File: config.mk
export PLATFORM = sky130hd
export DESIGN_NAME = vga_timing_gen
export DESIGN_NICKNAME = d
export VERILOG_FILES = /design/src/rtl/vga_timing_gen.sv
export SDC_FILE = /design/constraint.sdc
export NUM_CORES = 1
export LEC_CHECK = 0
export ABC_AREA = 1
export ABC_CLOCK_PERIOD_IN_PS = 2500
export CAP_MARGIN = 15
export CORE_MARGIN = 2
export CORE_UTILIZATION = 33
export DETAILED_ROUTE_END_ITERATION = 6
export GPL_TIMING_DRIVEN = 0
export PLACE_DENSITY = 0.76
export SYNTH_ARGS = -nofsm -noshare
export SYNTH_HDL_FRONTEND = slang
export SYNTH_SLANG_ARGS = --single-unit
File: constraint.sdc
create_clock -name clk -period 2.5 [get_ports clk]
set_input_delay 0.375 -clock clk [delete_from_list [all_inputs] [get_ports clk]]
set_output_delay 0.375 -clock clk [all_outputs]
set_load 0.05 [all_outputs]
File: src/rtl/vga_timing_gen.sv
// 640x480@60 VGA raster generator: pixel divider, sx/sy counters, sync decode,
// frame-stable number shadow and RGB blanking. Define VGA_RGB_PIPE_EN to register the pins.
module vga_timing_gen #(
  parameter int CLK_DIV  = 4,
  parameter int H_ACTIVE = 640,
  parameter int H_FP     = 16,
  parameter int H_SYNC   = 96,
  parameter int H_BP     = 48,
  parameter int V_ACTIVE = 480,
  parameter int V_FP     = 10,
  parameter int V_SYNC   = 2,
  parameter int V_BP     = 33
) (
  input  logic        clk,
  input  logic        rst,
  input  logic [47:0] numbers_in,
  input  logic [7:0]  rgb_in,
  output logic [9:0]  sx,
  output logic [9:0]  sy,
  output logic        de,
  output logic        hsync,
  output logic        vsync,
  output logic        frame_start,
  output logic [47:0] numbers_concat,
  output logic [2:0]  vga_r,
  output logic [2:0]  vga_g,
  output logic [1:0]  vga_b
);

  localparam int DW = (CLK_DIV > 1) ? $clog2(CLK_DIV) : 1;
  localparam logic [DW-1:0] DIV_MAX = DW'(CLK_DIV - 1);

  localparam logic [9:0] H_ACT_L  = 10'(H_ACTIVE);
  localparam logic [9:0] H_SS_L   = 10'(H_ACTIVE + H_FP);
  localparam logic [9:0] H_SE_L   = 10'(H_ACTIVE + H_FP + H_SYNC);
  localparam logic [9:0] H_LAST_L = 10'(H_ACTIVE + H_FP + H_SYNC + H_BP - 1);
  localparam logic [9:0] V_ACT_L  = 10'(V_ACTIVE);
  localparam logic [9:0] V_SS_L   = 10'(V_ACTIVE + V_FP);
  localparam logic [9:0] V_SE_L   = 10'(V_ACTIVE + V_FP + V_SYNC);
  localparam logic [9:0] V_LAST_L = 10'(V_ACTIVE + V_FP + V_SYNC + V_BP - 1);

  logic [DW-1:0] div_cnt_q, div_cnt_d;
  logic [9:0]    sx_q, sx_d;
  logic [9:0]    sy_q, sy_d;
  logic          frame_start_q, frame_start_d;
  logic [47:0]   numbers_q, numbers_d;
  logic          pix_tick;
  logic          line_end;
  logic          de_c, hsync_c, vsync_c;
  logic [7:0]    rgb_c;

  always_comb begin
    pix_tick      = (div_cnt_q == DIV_MAX);
    div_cnt_d     = pix_tick ? '0 : div_cnt_q + 1'b1;
    line_end      = (sx_q == H_LAST_L);
    sx_d          = sx_q;
    sy_d          = sy_q;
    if (pix_tick) begin
      if (line_end) begin
        sx_d = '0;
        sy_d = (sy_q == V_LAST_L) ? '0 : sy_q + 10'd1;
      end else begin
        sx_d = sx_q + 10'd1;
      end
    end
    // The frame wrap edge both pulses frame_start and loads the number shadow.
    frame_start_d = pix_tick && line_end && (sy_q == V_LAST_L);
    numbers_d     = frame_start_d ? numbers_in : numbers_q;
  end

  always_ff @(posedge clk) begin
    if (rst) begin
      div_cnt_q     <= '0;
      sx_q          <= '0;
      sy_q          <= '0;
      frame_start_q <= 1'b0;
      numbers_q     <= '0;
    end else begin
      div_cnt_q     <= div_cnt_d;
      sx_q          <= sx_d;
      sy_q          <= sy_d;
      frame_start_q <= frame_start_d;
      numbers_q     <= numbers_d;
    end
  end

  always_comb begin
    de_c    = (sx_q < H_ACT_L) && (sy_q < V_ACT_L);
    hsync_c = !((sx_q >= H_SS_L) && (sx_q < H_SE_L));
    vsync_c = !((sy_q >= V_SS_L) && (sy_q < V_SE_L));
    rgb_c   = de_c ? rgb_in : 8'h00;
  end

  assign sx             = sx_q;
  assign sy             = sy_q;
  assign de             = de_c;
  assign frame_start    = frame_start_q;
  assign numbers_concat = numbers_q;

`ifdef VGA_RGB_PIPE_EN
  logic [7:0] rgb_q, rgb_d;
  logic       hsync_q, hsync_d;
  logic       vsync_q, vsync_d;

  // Syncs share the colour stage so the pins stay one pixel behind sx/sy together.
  always_comb begin
    rgb_d   = pix_tick ? rgb_c   : rgb_q;
    hsync_d = pix_tick ? hsync_c : hsync_q;
    vsync_d = pix_tick ? vsync_c : vsync_q;
  end

  always_ff @(posedge clk) begin
    if (rst) begin
      rgb_q   <= 8'h00;
      hsync_q <= 1'b1;
      vsync_q <= 1'b1;
    end else begin
      rgb_q   <= rgb_d;
      hsync_q <= hsync_d;
      vsync_q <= vsync_d;
    end
  end

  assign hsync                 = hsync_q;
  assign vsync                 = vsync_q;
  assign {vga_r, vga_g, vga_b} = rgb_q;
`else
  assign hsync                 = hsync_c;
  assign vsync                 = vsync_c;
  assign {vga_r, vga_g, vga_b} = rgb_c;
`endif

endmodule
==> impl_summary.md <==
Worst setup path
Walking the worst path, the cells encountered are nand2_1 > nor2_1 > nor2_1 > o21ai_0 > clkdlybuf4s50_1. The worst flop-to-flop path startpoint is div_cnt_q[0]$_SDFF_PP0_. The worst register-to-register path has a setup slack of slightly below 0.6 ns.

The startpoint kind of the worst setup timing path is a flip-flop. Together, buffers and inverters on the worst path number 1. The type of the setup path with the least slack is flip-flop to output port.

The largest individual stage delay along the critical path comes from the cell sky130_fd_sc_hd__clkdlybuf4s50_1. STA puts the critical path data arrival time at 2.04 ns. The launch point of the critical path is sx[4]$_SDFFE_PP0N_. The largest single stage delay on the critical path is 0.83 ns. The most repeated library cell on the critical path is sky130_fd_sc_hd__nor2_1. Along the worst path, the maximum fanout reaches 7.

The endpoint class of the critical path is an output port. The family of cells with the greatest summed delay on the critical path is buffers and inverters. STA puts the critical path data required time at roughly 2.1 ns.

STA
Setup repair after global routing left no endpoint under its margin. The setup violation total in the final timing report is 0. The final critical path time including I/O delays and setup is 2.42 ns. Across the routed clock network, the largest skew measured is 0.0143 ns. The number of hold violations in the final report is 0.

For the pin with the worst max-slew slack, the measured transition is 0.540 ns. The achievable frequency is between 0.4 and 0.5 GHz. Measured against its own limit, the worst slew margin works out to 63.9%. Adding up every negative setup slack in the final design gives 0 ns. After layout, the worst path uses 96.7% of the clock period. The number of max-slew violations in the final report is 0.

Worst hold path
The path class of the tightest hold or removal check is flip-flop to flip-flop. The start point of the worst min-delay path is div_cnt_q[0]$_SDFF_PP0_.

Logic synthesis
The number of warnings reported in the yosys synthesis log is 0. In this run the mean area of a mapped cell was 7.13 sq um. After Yosys synthesis, XOR and XNOR cells account for 1.18% of the synthesized area. The gate count of the mapped netlist is 415. The number of nets in the synthesized netlist is 478. After synthesis, the largest family of logic cells by area is simple AND/OR/NAND/NOR gates. Summing the sequential cell areas from Yosys gives about 48% of the chip area. The number of flip-flops and latches in the synthesized netlist is 71.

The post-synthesis share of cell area spent on full adders, half adders and majority gates is 2.12%. Summing every instance area after synthesis gives 2960 sq um. The fraction of the mapped netlist area in simple logic gates is 38.0%. Summing the areas of all compound-gate instances in the mapped netlist gives 2.83% of the synthesized area.

The synthesized netlist contains 22 unique library cells. In the synthesized netlist, mux cells make up 0% of the area.

Die
The initial utilization of the core area, before any placement, comes to 33.9%. In this run the core area contains 34 standard-cell rows. The die outline area is 9740 sq um.

The core region is 8720 sq um. approximately 140 I/O pins were placed. From left edge to right edge, the die measures 98.7 microns.

The die is 98.7 microns tall.

Final layout
The fraction of final layout cells with drive strength greater than 1 is between 6 and 7%. Summing all non-filler instances in the final layout gives an area of 4700 sq um. 0 antenna diodes ended up in the layout. Registers take 1420 sq um.

From synthesis to final layout, the design area changed by 59.1%. After filler insertion, the fill cell instance count of the layout stands at 846. The multi-input combinational cells in the finished layout cover a total of roughly 1300 sq um. The final layout net count is 626.

Global routing
The initial antenna violation count was 0. The first global-routing pass estimated 13,500 microns of wire. The number of global-route vias before repair came to 3,015. The global routing usage summed across all routing layers is approximately 17%.

Entering global routing, the biggest net connects 13 pins. The remaining global-route overflow is 0.

Pwr
The leakage power figure is 2.02 nW. In this run the power spent charging and discharging nets is roughly 0.00051 W. The cell area power density is 545 nW/um^2. The internal portion of the total power is 0.00205 W. Of the total power, combinational logic draws between 6 and 7%.

The switching share of power is between 20% and 30%. The peak supply drop is 0.000390 V. The sequential share of power is between 40 and 50%. The clock network fraction of design power is roughly 49%.

Clock network
The CTS sink count is between 70 and 80. The clock tree synthesis step divided the H-tree into 3 levels. Buffers inserted to repair hold after CTS numbered 0. The post-cts resize count is 9.

Clock tree synthesis inserted a total of 9 buffers. Post-CTS timing repair inserted 0 buffers for setup. The root buffer cell is sky130_fd_sc_hd__clkbuf_8. TritonCTS built the clock tree.

After clock tree synthesis, the clock-pin slew on the worst setup and hold paths is 0.09 ns. The clock reaches the later pin of the worst-skew pair after 0.35 ns. Counting along the longest clock path gives a buffer depth of 2.

Routing
For this run, design rule violations remaining after detail routing come to 0. The final wirelength is about 8400 microns. The routed layout has 3,159 vias. The detail route stage leaves a number of antenna-violating nets equal to 0. The first TritonRoute pass finished after 4 iterations.

Dividing the detail-routed wire length by the instance count gives about 12 microns. The first routing iteration left 66 violations. The number of vias per cell after detailed routing is 4.67.

Job
Max-cap violations in this run came to 0.

Place
The half-perimeter wire length after detailed placement is 6450 microns. Input and output buffers added on the ports amount to 137. Routability-driven placement finished with a final weighted congestion of 0.899. The total placed instance area is 4460 sq um.

Status
The run finished with clean final reports.
cell usage in the layout, fill, tap and decap left out, drive strengths merged:
master	count
a211oi	1
a21oi	10
buf	11
bufinv	4
clkbuf	26
clkdlybuf4s50	127
clkinvlp	1
dfxtp	71
dlygate4sd2	1
dlymetal6s2s	1
ha	5
inv	37
nand2	142
nand3	71
nand3b	2
nand4	6
nor2	41
nor3	2
o21ai	4
o22ai	1
xor2	4
cell type report:
type,count,area share (%)
sequential,71,30.2
timing repair buffer,137,28.3
multi-input combinational,289,27.8
clock buffer,11,3.22
inverter,37,2.95
tap,108,2.87
clock inverter,5,2.71
buffer,18,1.94
cell usage after synthesis:
library cell	instances	area, sq um
sky130_fd_sc_hd__inv_1	35	131
sky130_fd_sc_hd__nand3_1	71	355
sky130_fd_sc_hd__buf_6	1	11.3
sky130_fd_sc_hd__a211oi_1	1	7.51
sky130_fd_sc_hd__nand3b_1	2	15.0
sky130_fd_sc_hd__o22ai_1	1	6.26
sky130_fd_sc_hd__nand4_1	6	37.5
sky130_fd_sc_hd__dfxtp_1	71	1420
sky130_fd_sc_hd__nand2_2	2	12.5
sky130_fd_sc_hd__inv_2	2	7.51
sky130_fd_sc_hd__ha_1	5	62.6
sky130_fd_sc_hd__nor2_1	39	146
sky130_fd_sc_hd__buf_2	4	20.0
sky130_fd_sc_hd__nand2_1	140	526
sky130_fd_sc_hd__a21oi_1	10	50.1
sky130_fd_sc_hd__buf_8	1	15.0
sky130_fd_sc_hd__nor2_4	2	22.5
sky130_fd_sc_hd__buf_1	5	18.8
sky130_fd_sc_hd__nor3_1	2	10.0
sky130_fd_sc_hd__xor2_1	4	35.0
sky130_fd_sc_hd__clkbuf_1	7	26.3
sky130_fd_sc_hd__o21ai_0	4	20.0
through the flow:
| step | utilization (%) | hold slack, ns | std cells | total power, W | setup slack [ns] |
|---|---|---|---|---|---|
| after floorplan | - | 0.399 | 415 | 0.00123 | 0.293 |
| after global placement | 51.2 | 0.408 | 660 | 0.00134 | 0.208 |
| after detailed placement | 51.2 | 0.421 | 660 | 0.00134 | 0.163 |
| after CTS | 54.3 | 0.432 | 676 | 0.00260 | 0.0338 |
| after global routing | 53.9 | 0.450 | 676 | 0.00265 | 0.00353 |
| final | 53.9 | 0.433 | 676 | 0.00256 | 0.0817 |
cells by family after synthesis:
| logic type | count (synthesis) |
|---|---|
| xor+xnor | 4 |
| fa+ha+maj | 5 |
| buf+inv | 55 |
| simple gates | 264 |
| compound gates | 16 |
| flops | 71 |
metal layers:
layer,vias up,routed length [microns],track usage [%]
li1,1604,-,-
met1,1429,3330,18.1
met2,113,4110,30.2
met3,13,776,6.60
met4,0,150,6.53
met5,-,0,0
power by group through the flow:
stage	clock (W)	combinational, W	sequential, W
CTS	0.00128	0.000172	0.00114
global placement	0	0.000175	0.00116
finish	0.00125	0.000170	0.00114
floorplan	0	0.0000569	0.00117
global route	0.00133	0.000183	0.00114
detailed placement	0	0.000177	0.00117
state kept, by name (all words and copies together) (netlist names):
signal,flops
div_cnt_q,2
frame_start,1
numbers_concat,48
sx,10
sy,10
worst reg2reg max path, delay by kind of cell (launching register included):
family	cells	cell delay, ns
flops	1	0.34
simple gates	7	0.90
fa+ha+maj	1	0.31
buf+inv	1	0.27
final timing paths:
check	endpoint	cells after the start
setup / recovery	hsync	5
hold / removal	div_cnt_q[0]$_SDFF_PP0_	1
setup reg to reg	numbers_concat[43]$_SDFFE_PP0P_	9
hold reg to reg	div_cnt_q[0]$_SDFF_PP0_	1
Power figures use the tool's default switching activity.
